**config.mk**
```make
export PLATFORM = sky130hd
export DESIGN_NAME = fold_ctl
export DESIGN_NICKNAME = d
export VERILOG_FILES = /design/src/rtl/fold_pkg.sv /design/src/rtl/fold_match.sv /design/src/rtl/fold_ctl.sv
export SDC_FILE = /design/constraint.sdc
export NUM_CORES = 1
export LEC_CHECK = 0
export CAP_MARGIN = 20
export CORE_MARGIN = 1
export CORE_UTILIZATION = 40
export DETAILED_ROUTE_END_ITERATION = 8
export GPL_ROUTABILITY_DRIVEN = 0
export PLACE_DENSITY = 0.82
export SETUP_SLACK_MARGIN = 0.5
export SLEW_MARGIN = 0
export SYNTH_ARGS = -nofsm -noshare
export SYNTH_HDL_FRONTEND = slang
export SYNTH_SLANG_ARGS = --single-unit
```
**constraint.sdc**
```tcl
create_clock -name clk -period 7.07 [get_ports clk]
set_clock_uncertainty 0.1 [all_clocks]
set_input_delay 1.414 -clock clk [delete_from_list [all_inputs] [get_ports clk]]
set_output_delay 1.414 -clock clk [all_outputs]
set_load 0.03 [all_outputs]
```
**src/rtl/fold_pkg.sv**
```systemverilog
// Shared definitions for the fold-group sequencer: type bit positions,
// sequencer state encodings and fold-type qualification.
package fold_pkg;

  localparam int FT_NF  = 0;
  localparam int FT_LV  = 1;
  localparam int FT_MEM = 2;
  localparam int FT_BG1 = 3;
  localparam int FT_BG2 = 4;
  localparam int FT_BR  = 5;

  typedef enum logic [1:0] {
    ST_RUN     = 2'd0,
    ST_FLUSH   = 2'd1,
    ST_RECOVER = 2'd2
  } fold_state_e;

  // An empty type, or one flagged NF, can never pair with anything.
  function automatic logic [5:0] fold_qual(input logic [5:0] t);
    logic nf;
    nf = (t == 6'd0) || t[FT_NF];
    return nf ? 6'b000001 : t;
  endfunction

endpackage

```
**src/rtl/fold_match.sv**
```systemverilog
// Combinational fold-group selector: largest matching pattern whose bytes
// are all present in the instruction buffer.
module fold_match
  import fold_pkg::*;
(
  input  logic [5:0] type_0,
  input  logic [5:0] type_1,
  input  logic [5:0] type_2,
  input  logic [5:0] type_3,
  input  logic [7:0] accum_len0,
  input  logic [7:0] accum_len1,
  input  logic [7:0] accum_len2,
  input  logic [7:0] accum_len3,
  input  logic [3:0] ibuf_cnt,
  input  logic       single_only,
  output logic [2:0] cand_cnt,
  output logic [7:0] cand_len
);

  logic [5:0] t0, t1, t2, t3;
  logic [7:0] fill;
  logic       av0, av1, av2, av3;
  logic       m2, m3, m4;

  always_comb begin
    t0   = fold_qual(type_0);
    t1   = fold_qual(type_1);
    t2   = fold_qual(type_2);
    t3   = fold_qual(type_3);
    fill = {4'd0, ibuf_cnt};

    av0 = accum_len0 <= fill;
    av1 = accum_len1 <= fill;
    av2 = accum_len2 <= fill;
    av3 = accum_len3 <= fill;

    m4 = t0[FT_LV] & t1[FT_LV] & t2[FT_BG2] & t3[FT_MEM];
    m3 = (t0[FT_LV] & t1[FT_LV]  & t2[FT_BG2])
       | (t0[FT_LV] & t1[FT_BG2] & t2[FT_MEM])
       | (t0[FT_LV] & t1[FT_BG1] & t2[FT_MEM])
       | (t0[FT_LV] & t1[FT_LV]  & t2[FT_BR]);
    m2 = (t0[FT_LV]  & (t1[FT_BG2] | t1[FT_BG1] | t1[FT_MEM] | t1[FT_BR]))
       | ((t0[FT_BG2] | t0[FT_BG1]) & t1[FT_MEM]);

    cand_cnt = 3'd0;
    if (!av0)                     cand_cnt = 3'd0;
    else if (single_only)         cand_cnt = 3'd1;
    else if (m4 && av3)           cand_cnt = 3'd4;
    else if (m3 && av2)           cand_cnt = 3'd3;
    else if (m2 && av1)           cand_cnt = 3'd2;
    else                          cand_cnt = 3'd1;

    case (cand_cnt)
      3'd1:    cand_len = accum_len0;
      3'd2:    cand_len = accum_len1;
      3'd3:    cand_len = accum_len2;
      3'd4:    cand_len = accum_len3;
      default: cand_len = 8'd0;
    endcase
  end

endmodule

```
**src/rtl/fold_ctl.sv**
```systemverilog
// Fold-group sequencer: issues fold groups to decode under hold/flush and
// forces single-instruction issue for SINGLE_CNT groups after a flush.
//
//   state      | meaning
//   ST_RUN     | normal issue, folding allowed
//   ST_FLUSH   | one-cycle bubble after a flush, recovery counter loaded
//   ST_RECOVER | single-instruction issue until rec_cnt reaches 0
module fold_ctl
  import fold_pkg::*;
#(
  parameter int SINGLE_CNT = 2
) (
  input  logic       clk,
  input  logic       reset_l,
  input  logic       fold_en,
  input  logic [5:0] type_0,
  input  logic [5:0] type_1,
  input  logic [5:0] type_2,
  input  logic [5:0] type_3,
  input  logic [7:0] accum_len0,
  input  logic [7:0] accum_len1,
  input  logic [7:0] accum_len2,
  input  logic [7:0] accum_len3,
  input  logic [3:0] ibuf_cnt,
  input  logic       iu_hold,
  input  logic       iu_flush,
  output logic       ibuf_shift_en,
  output logic [7:0] ibuf_shift_len,
  output logic       grp_valid,
  output logic [2:0] grp_cnt,
  output logic [7:0] grp_len,
  output logic       grp_fold
);

  localparam logic [2:0] SINGLE_CNT_L = 3'(SINGLE_CNT);

  fold_state_e state_q, state_d;
  logic [2:0]  rec_cnt_q, rec_cnt_d;
  logic        grp_valid_q, grp_valid_d;
  logic [2:0]  grp_cnt_q, grp_cnt_d;
  logic [7:0]  grp_len_q, grp_len_d;
  logic        grp_fold_q, grp_fold_d;
  logic [2:0]  cand_cnt;
  logic [7:0]  cand_len;

  fold_match u_match (
    .type_0      (type_0),
    .type_1      (type_1),
    .type_2      (type_2),
    .type_3      (type_3),
    .accum_len0  (accum_len0),
    .accum_len1  (accum_len1),
    .accum_len2  (accum_len2),
    .accum_len3  (accum_len3),
    .ibuf_cnt    (ibuf_cnt),
    .single_only (!fold_en || (state_q == ST_RECOVER)),
    .cand_cnt    (cand_cnt),
    .cand_len    (cand_len)
  );

  always_ff @(posedge clk or negedge reset_l) begin
    if (!reset_l) begin
      state_q     <= ST_RUN;
      rec_cnt_q   <= 3'd0;
      grp_valid_q <= 1'b0;
      grp_cnt_q   <= 3'd0;
      grp_len_q   <= 8'd0;
      grp_fold_q  <= 1'b0;
    end else begin
      state_q     <= state_d;
      rec_cnt_q   <= rec_cnt_d;
      grp_valid_q <= grp_valid_d;
      grp_cnt_q   <= grp_cnt_d;
      grp_len_q   <= grp_len_d;
      grp_fold_q  <= grp_fold_d;
    end
  end

  always_comb begin
    ibuf_shift_en  = (state_q != ST_FLUSH) && !iu_hold && !iu_flush && (cand_cnt != 3'd0);
    ibuf_shift_len = ibuf_shift_en ? cand_len : 8'd0;

    state_d     = state_q;
    rec_cnt_d   = rec_cnt_q;
    grp_valid_d = grp_valid_q;
    grp_cnt_d   = grp_cnt_q;
    grp_len_d   = grp_len_q;
    grp_fold_d  = grp_fold_q;

    case (state_q)
      ST_RUN: begin
        if (iu_flush) state_d = ST_FLUSH;
      end
      ST_FLUSH: begin
        rec_cnt_d = SINGLE_CNT_L;
        if (!iu_flush) state_d = (SINGLE_CNT_L != 3'd0) ? ST_RECOVER : ST_RUN;
      end
      ST_RECOVER: begin
        if (iu_flush) begin
          state_d = ST_FLUSH;
        end else if (ibuf_shift_en) begin
          rec_cnt_d = rec_cnt_q - 3'd1;
          if (rec_cnt_q <= 3'd1) state_d = ST_RUN;
        end
      end
      default: state_d = ST_RUN;
    endcase

    // Hold freezes everything; flush or an empty slot only drops valid.
    if (ibuf_shift_en) begin
      grp_valid_d = 1'b1;
      grp_cnt_d   = cand_cnt;
      grp_len_d   = cand_len;
      grp_fold_d  = cand_cnt > 3'd1;
    end else if (iu_flush || !iu_hold) begin
      grp_valid_d = 1'b0;
    end
  end

  assign grp_valid = grp_valid_q;
  assign grp_cnt   = grp_cnt_q;
  assign grp_len   = grp_len_q;
  assign grp_fold  = grp_fold_q;

endmodule

```
==> impl_metrics.csv, run 1 <==
group,metric,value,unit
synthesis,synth_cell_types,54,
sta,timing.final.ws_setup,0.877,ns
synthesis,synth_edf_count,0,
die,initial_core_util,43.0,%
sta,hold-worst-slack,0.390,ns
placed_design,post-place-ws,0.856,ns
die,core_area,3770,µm²
synthesis,yosys_warnings,0,
synthesis,yosys.area.top_type_share,27.8,%
power_and_ir_drop,leakage,1.02,nW
setup_path,cp-start-kind,"input port",
synthesis,synth_area_leaders,"dfrtp_1, ha_1, a31oi_1, inv_1, nand2_1",
sta,layout_min_cycle_time,6.19,ns
sta,finalSetupTns,0,ns
sta,clock.fmax,161,MHz
clock_tree,cts_buffers,3,
clock_tree,clockRootBuffer,"clkbuf_8",
sta,grt_setup_unrepaired,"no",
clock_tree,path_clk_slew,0.07,ns
global_route,antenna_found_initial,0,
global_route,grt_pass1_wl,7290,µm
power_and_ir_drop,vdd_drop_max,0.0000606,V
sta,relSlewSlack,41.9,%
min_path,hold_path.class,"reg2reg",
clock_tree,cts-htree-levels,1,
setup_path,ff2ff_path_depth,6,
detailed_routing,drt_iter0_markers,72,
cells_and_area,area_delta_synth_final,50.0,%
synthesis,synth_most_common_cell,"dfrtp_1",
sta,setup_viol,0,
die,num_rows,22,
setup_path,required,5.56,ns
detailed_routing,routed-via-count,1668,
detailed_routing,drt_wl_total,4200,µm
sta,period_share,87.6,%
setup_path,cp_max_fo,12,
die,dieArea,4310,µm²
sta,worst_slew_pin_slew,0.869,ns
sta,final-hold-violation-count,0,
detailed_routing,drc,0,
clock_tree,cts_sinks,18,
die,die_width,65.7,µm
detailed_routing,drt-wirelength-per-cell,13.8,µm
die,io_pins,87,
synthesis,synth_area,1620,µm²
global_route,grt_pass1_vias,1649,
setup_path,endpoint_kind,"output pin",
placed_design,hpwl,3590,µm
synthesis,ys_seq_elements,18,
placed_design,port-buffer-count,74,
power_and_ir_drop,power_density,129,nW/µm²
clock_tree,clk_path_buf_depth,2,
synthesis,synth_area_per_cell,8.86,µm²
cells_and_area,antenna_cells,0,
cells_and_area,drive_gt1_share,10.9,%
global_route,overflow,0,
synthesis,async_flop_share,100,%
global_route,grt_max_degree,23,
global_route,grtUsageTotal,21.4,%
flow_run,cap_violations,0,
detailed_routing,ant_nets,0,
detailed_routing,first_pass_iters,4,
synthesis,netlist_instances,183,
synthesis,netlist_top_cells_count,"dfrtp_1, ha_1, inv_1",
synthesis,synth_top_area_cell,"dfrtp_1",
die,die_h,65.7,µm
synthesis,synth_top_flop_cell,"dfrtp_1",
sta,drv_slew,0,
cells_and_area,final_nets,339,
clock_tree,cts_tree,"yes",
setup_path,crit_type,"in2out",
setup_path,cp.arrival,4.68,ns
synthesis,yosysSeqAreaShare,27.8,%
run_status,status,"finished clean",
detailed_routing,via_per_inst,5.49,
min_path,whs_path_depth,1,
clock_tree,clkLatencyLatePin,0.26,ns
[what timing repair did]
| item | CTS | global route |
|---|---|---|
| setup buffers | 0 | 0 |
| gates resized for setup | 0 | 1 |
| endpoints found under the hold margin | 0 | 0 |
| endpoints found under the setup margin | 0 | 1 |
| hold buffers | 0 | 0 |
[where the power goes]
group / internal (mW) / switching (mW)
clock: 0.0495 / 0.0355
combinational: 0.0583 / 0.0531
sequential: 0.111 / 0.00658
total: 0.219 / 0.0952
[per-stage QoR]
stage	power [mW]	area, µm²	util [%]	instances
after floorplan	0.173	1630	-	186
after global placement	0.228	2380	63.0	300
after detailed placement	0.231	2380	63.0	300
after CTS	0.315	2430	64.5	304
after global routing	0.328	2430	64.5	304
final	0.314	2430	64.5	304
[sequential cells by signal (all words and copies together), names as in the netlist]
name       cells
grp_cnt        3
state_q        2
grp_len        8
grp_valid      1
grp_fold       1
rec_cnt_q      3
[worst max-delay path, stage by stage]
cell and delay [ns]:
clkdlybuf4s50_1 0.45, inv_1 0.08, ha_1 0.30, nor2b_1 0.13, a2111oi_1 0.56, nor2_1 0.15, nor2_2 0.47, nand4_1 0.16
a31oi_1 0.24, clkdlybuf4s50_1 0.72
[metal layers]
| metal | part of all wire [%] | vias up | track usage [%] |
|---|---|---|---|
| met3 | 2.8 | 5 | 1.22 |
| li1 | - | 837 | - |
| met4 | 0.88 | 0 | 6.25 |
| met5 | 0 | - | 0 |
| met2 | 47 | 47 | 35.5 |
| met1 | 50 | 779 | 29.5 |
[logic make-up (layout without fill, tap and decap cells)]
kind of cell	after synthesis	in the layout	share of synthesized area, %
fa+ha+maj	17	17	13.1
compound gates	58	58	26.3
simple gates	65	65	25.1
buf+inv	24	94	7.48
flops	18	18	27.8
other cells	1	4	0.231
[cell type report]
type | instances | area, µm²
Tap cell | 48 | 60.1
Clock buffer | 4 | 55.1
Inverter | 15 | 56.3
Timing Repair Buffer | 75 | 748
Sequential cell | 18 | 450
Multi-Input combinational cell | 144 | 1060
Fill cell | 350 | 1340
[layout by cell type (no fill, tap or decap), drive strengths merged, types with 2 or more instances in the layout]
cell,instances
a211o,2
a211oi,4
a21oi,5
a31oi,9
a41oi,3
and2,4
and4,6
clkbuf,4
clkdlybuf4s50,74
conb,4
dfrtp,18
ha,17
inv,14
nand2,13
nand3,4
nand4,4
nor2,12
nor2b,3
nor3,6
o211ai,3
o21a,2
o21ai,18
o22ai,3
or4,5
or4b,2
[path summary, 6_finish.rpt]
path                                        start                       end  slack, ns
setup / recovery                      ibuf_cnt[1]         ibuf_shift_len[3]       0.88
hold / removal             grp_len[6]$_DFFE_PN0N_    grp_len[6]$_DFFE_PN0N_       0.39
setup reg to reg           state_q[1]$_DFFE_PN0P_  rec_cnt_q[2]$_DFFE_PN0P_       4.93
hold reg to reg            grp_len[6]$_DFFE_PN0N_    grp_len[6]$_DFFE_PN0N_       0.39
max in group asynchronous                 reset_l    grp_cnt[0]$_DFFE_PN0N_       4.86
min in group asynchronous                 reset_l    grp_len[6]$_DFFE_PN0N_       1.52
No activity file was read; power rests on OpenSTA's default activity.
==> inputs of run 2 (changes only) <==
--- a/config.mk
+++ b/config.mk
@@ -9,7 +9,6 @@
 export CORE_MARGIN = 1
 export CORE_UTILIZATION = 40
 export DETAILED_ROUTE_END_ITERATION = 8
-export GPL_ROUTABILITY_DRIVEN = 0
 export PLACE_DENSITY = 0.82
 export SETUP_SLACK_MARGIN = 0.5
 export SLEW_MARGIN = 0
==> results of run 2 <==
No change in the layout: final DEF, timing and power equal those of run 1.
==> inputs of run 3 (changes only) <==
--- a/config.mk
+++ b/config.mk
@@ -6,10 +6,12 @@
 export NUM_CORES = 1
 export LEC_CHECK = 0
 export CAP_MARGIN = 20
+export CORE_ASPECT_RATIO = 0.5
 export CORE_MARGIN = 1
 export CORE_UTILIZATION = 40
 export DETAILED_ROUTE_END_ITERATION = 8
 export PLACE_DENSITY = 0.82
+export RECOVER_POWER = 100
 export SETUP_SLACK_MARGIN = 0.5
 export SLEW_MARGIN = 0
 export SYNTH_ARGS = -nofsm -noshare
==> run 3 against run 2 <==
Effect of this change:
- total power down 0.69%
- combinational power barely moved
- register-to-register slack is essentially flat
- setup slack worse by 0.17 ns
- final area increased by 0.26%
- clock-buffer cell count did not move
- critical path depth is 2 higher
- clock power about the same
- first-iteration DRC count is 60% higher
- maximum frequency fell by 2.7%
- sequential power about the same
- utilization grew 2.5 points
- largest power group unchanged
- critical endpoint is now ibuf_shift_len[1]
- critical path type unchanged
==> impl_metrics.csv, run 3 (synthesis gave the netlist of run 1 again) <==
group,metric,value,unit
global_route,grt.busiest_layer,"met2",
setup_path,cp_cell_sequence,"dlygate4sd3_1 -> inv_1 -> ha_1 -> nor2b_1 -> a2111oi_0 -> clkbuf_1 -> nor2_1 -> nor2_2 -> buf_4 -> nand4_1 -> a31oi_1 -> dlygate4sd3_1",
cells_and_area,final_nets,340,
sta,grt_setup_unrepaired,"no",
placed_design,hpwl,3770,µm
sta,setup_viol,0,
clock_tree,clockRootBuffer,"clkbuf_8",
detailed_routing,drt_wl_total,4500,µm
global_route,antenna_found_initial,0,
global_route,grtUsageMet1,29.4,%
global_route,grt_use_met3,3.40,%
cells_and_area,drive_gt1_share,10.9,%
placed_design,dp.cells,304,
die,num_rows,15,
cells_and_area,layout_commonest_cell,"clkdlybuf4s50_1",
sta,hold-worst-slack,0.384,ns
clock_tree,cts_hold_repair.buffers,0,
detailed_routing,first_pass_iters,4,
cells_and_area,regArea,450,µm²
power_and_ir_drop,leakage,1.08,nW
clock_tree,cts-resized-gates,0,
sta,clock.fmax,157,MHz
cells_and_area,multi_input_area,1060,µm²
sta,timing.final.ws_setup,0.703,ns
global_route,grt_pass1_wl,7200,µm
clock_tree,cts_tree,"yes",
setup_path,cpMostUsedCell,"dlygate4sd3_1",
min_path,hold_path.class,"reg2reg",
cells_and_area,area_delta_synth_final,50.4,%
cells_and_area,largest_reg_flops,8,
placed_design,port-buffer-count,74,
global_route,grt_max_degree,23,
detailed_routing,drt_iter0_markers,115,
placed_design,post-place-ws,0.976,ns
detailed_routing,drc,0,
cells_and_area,n_fill_cell,309,
die,die_width,92.0,µm
setup_path,cp-start-kind,"input port",
global_route,grtUsageTotal,21.3,%
die,dieArea,4330,µm²
die,die_h,47.0,µm
setup_path,cp_max_fo,9,
sta,worst_slew_pin_slew,0.876,ns
sta,final-hold-violation-count,0,
sta,relSlewSlack,41.4,%
global_route,grt_pass1_vias,1523,
run_status,status,"finished clean",
setup_path,reg2reg_to,"rec_cnt_q[2]$_DFFE_PN0P_",
detailed_routing,routed-via-count,1675,
setup_path,cp_slowest_cell,"dlygate4sd3_1",
sta,period_share,90.1,%
sta,layout_min_cycle_time,6.37,ns
detailed_routing,drt-wirelength-per-cell,14.6,µm
detailed_routing,ant_nets,0,
sta,finalSetupTns,0,ns
setup_path,cp.arrival,4.85,ns
cells_and_area,layout_common_cells,"clkdlybuf4s50_1, dlygate4sd3_1, dfrtp_1, ha_1, inv_1",
setup_path,ff2ff_path_depth,6,
die,io_pins,87,
setup_path,r2r_slack,4.93,ns
die,core_area,3640,µm²
setup_path,cp-endpoint,"ibuf_shift_len[1]",
setup_path,critPathMaxStageDelay,0.77,ns
sta,drv_slew,0,
global_route,overflow,0,
detailed_routing,via_per_inst,5.44,
clock_tree,clkLatencyLatePin,0.25,ns
placed_design,gp_congestion,0.826,
clock_tree,clk_path_buf_depth,2,
cells_and_area,antenna_cells,0,
clock_tree,cts-htree-levels,1,
cells_and_area,final-instance-count-excl-fill,308,
clock_tree,path_clk_slew,0.07,ns
clock_tree,cts_setup_buffers,0,
global_route,gr-usage-met2,37.0,%
die,initial_core_util,44.5,%
setup_path,required,5.56,ns
power_and_ir_drop,vdd_drop_max,0.0000706,V
setup_path,endpoint_kind,"output pin",
flow_run,cap_violations,0,
setup_path,critPathLaunch,"ibuf_cnt[1]",
clock_tree,cts_sinks,18,
setup_path,crit_type,"in2out",
setup_path,timing.rr.start,"state_q[1]$_DFFE_PN0P_",
clock_tree,cts_buffers,3,
power_and_ir_drop,power_density,128,nW/µm²
[run 3: worst min path at each step]
stage                                       from                      to  slack [ns]  depth (start not counted)
after floorplan           state_q[0]$_DFFE_PN0P_  state_q[0]$_DFFE_PN0P_        0.41                          1
after global placement    grp_len[7]$_DFFE_PN0N_  grp_len[7]$_DFFE_PN0N_        0.37                          1
after detailed placement  grp_len[7]$_DFFE_PN0N_  grp_len[7]$_DFFE_PN0N_        0.37                          1
after CTS                 grp_len[7]$_DFFE_PN0N_  grp_len[7]$_DFFE_PN0N_        0.39                          1
after global routing      grp_len[5]$_DFFE_PN0N_  grp_len[5]$_DFFE_PN0N_        0.41                          1
final                     grp_len[6]$_DFFE_PN0N_  grp_len[6]$_DFFE_PN0N_        0.38                          1
[run 3: power breakdown]
part / internal [mW] / total, mW / switching (mW) / leakage (nW)
Combinational: 0.0554 / 0.111 / 0.0554 / 0.809
Clock: 0.0495 / 0.0847 / 0.0352 / 0.0288
Sequential: 0.111 / 0.116 / 0.00534 / 0.237
[run 3: layout make-up]
cell class | count | share of cell area [%]
Clock buffer | 4 | 2.26
Multi-Input combinational cell | 144 | 43.5
Inverter | 15 | 2.31
Tap cell | 51 | 2.62
Sequential cell | 18 | 18.5
Timing Repair Buffer | 76 | 30.8
[run 3: through the flow]
stage / area (µm²) / power (mW) / util, %
floorplan: 1630 / 0.173 / -
global placement: 2390 / 0.230 / 65.6
detailed placement: 2390 / 0.233 / 65.6
CTS: 2440 / 0.316 / 67.1
global route: 2440 / 0.325 / 67.0
finish: 2440 / 0.312 / 67.0
[run 3: worst max-delay path, delay by kind of cell]
kind	cells	cell delay, ns
adders and majority gates	1	0.27
buffers and inverters	5	1.91
AOI/OAI and AO/OA	2	0.63
and+or+nand+nor	4	0.63
[run 3: metal layers]
layer / wire (µm) / up-vias
met2: 2150 / 60
met3: 325 / 2
met5: 0 / -
met4: 18 / 0
met1: 2010 / 776
li1: - / 837
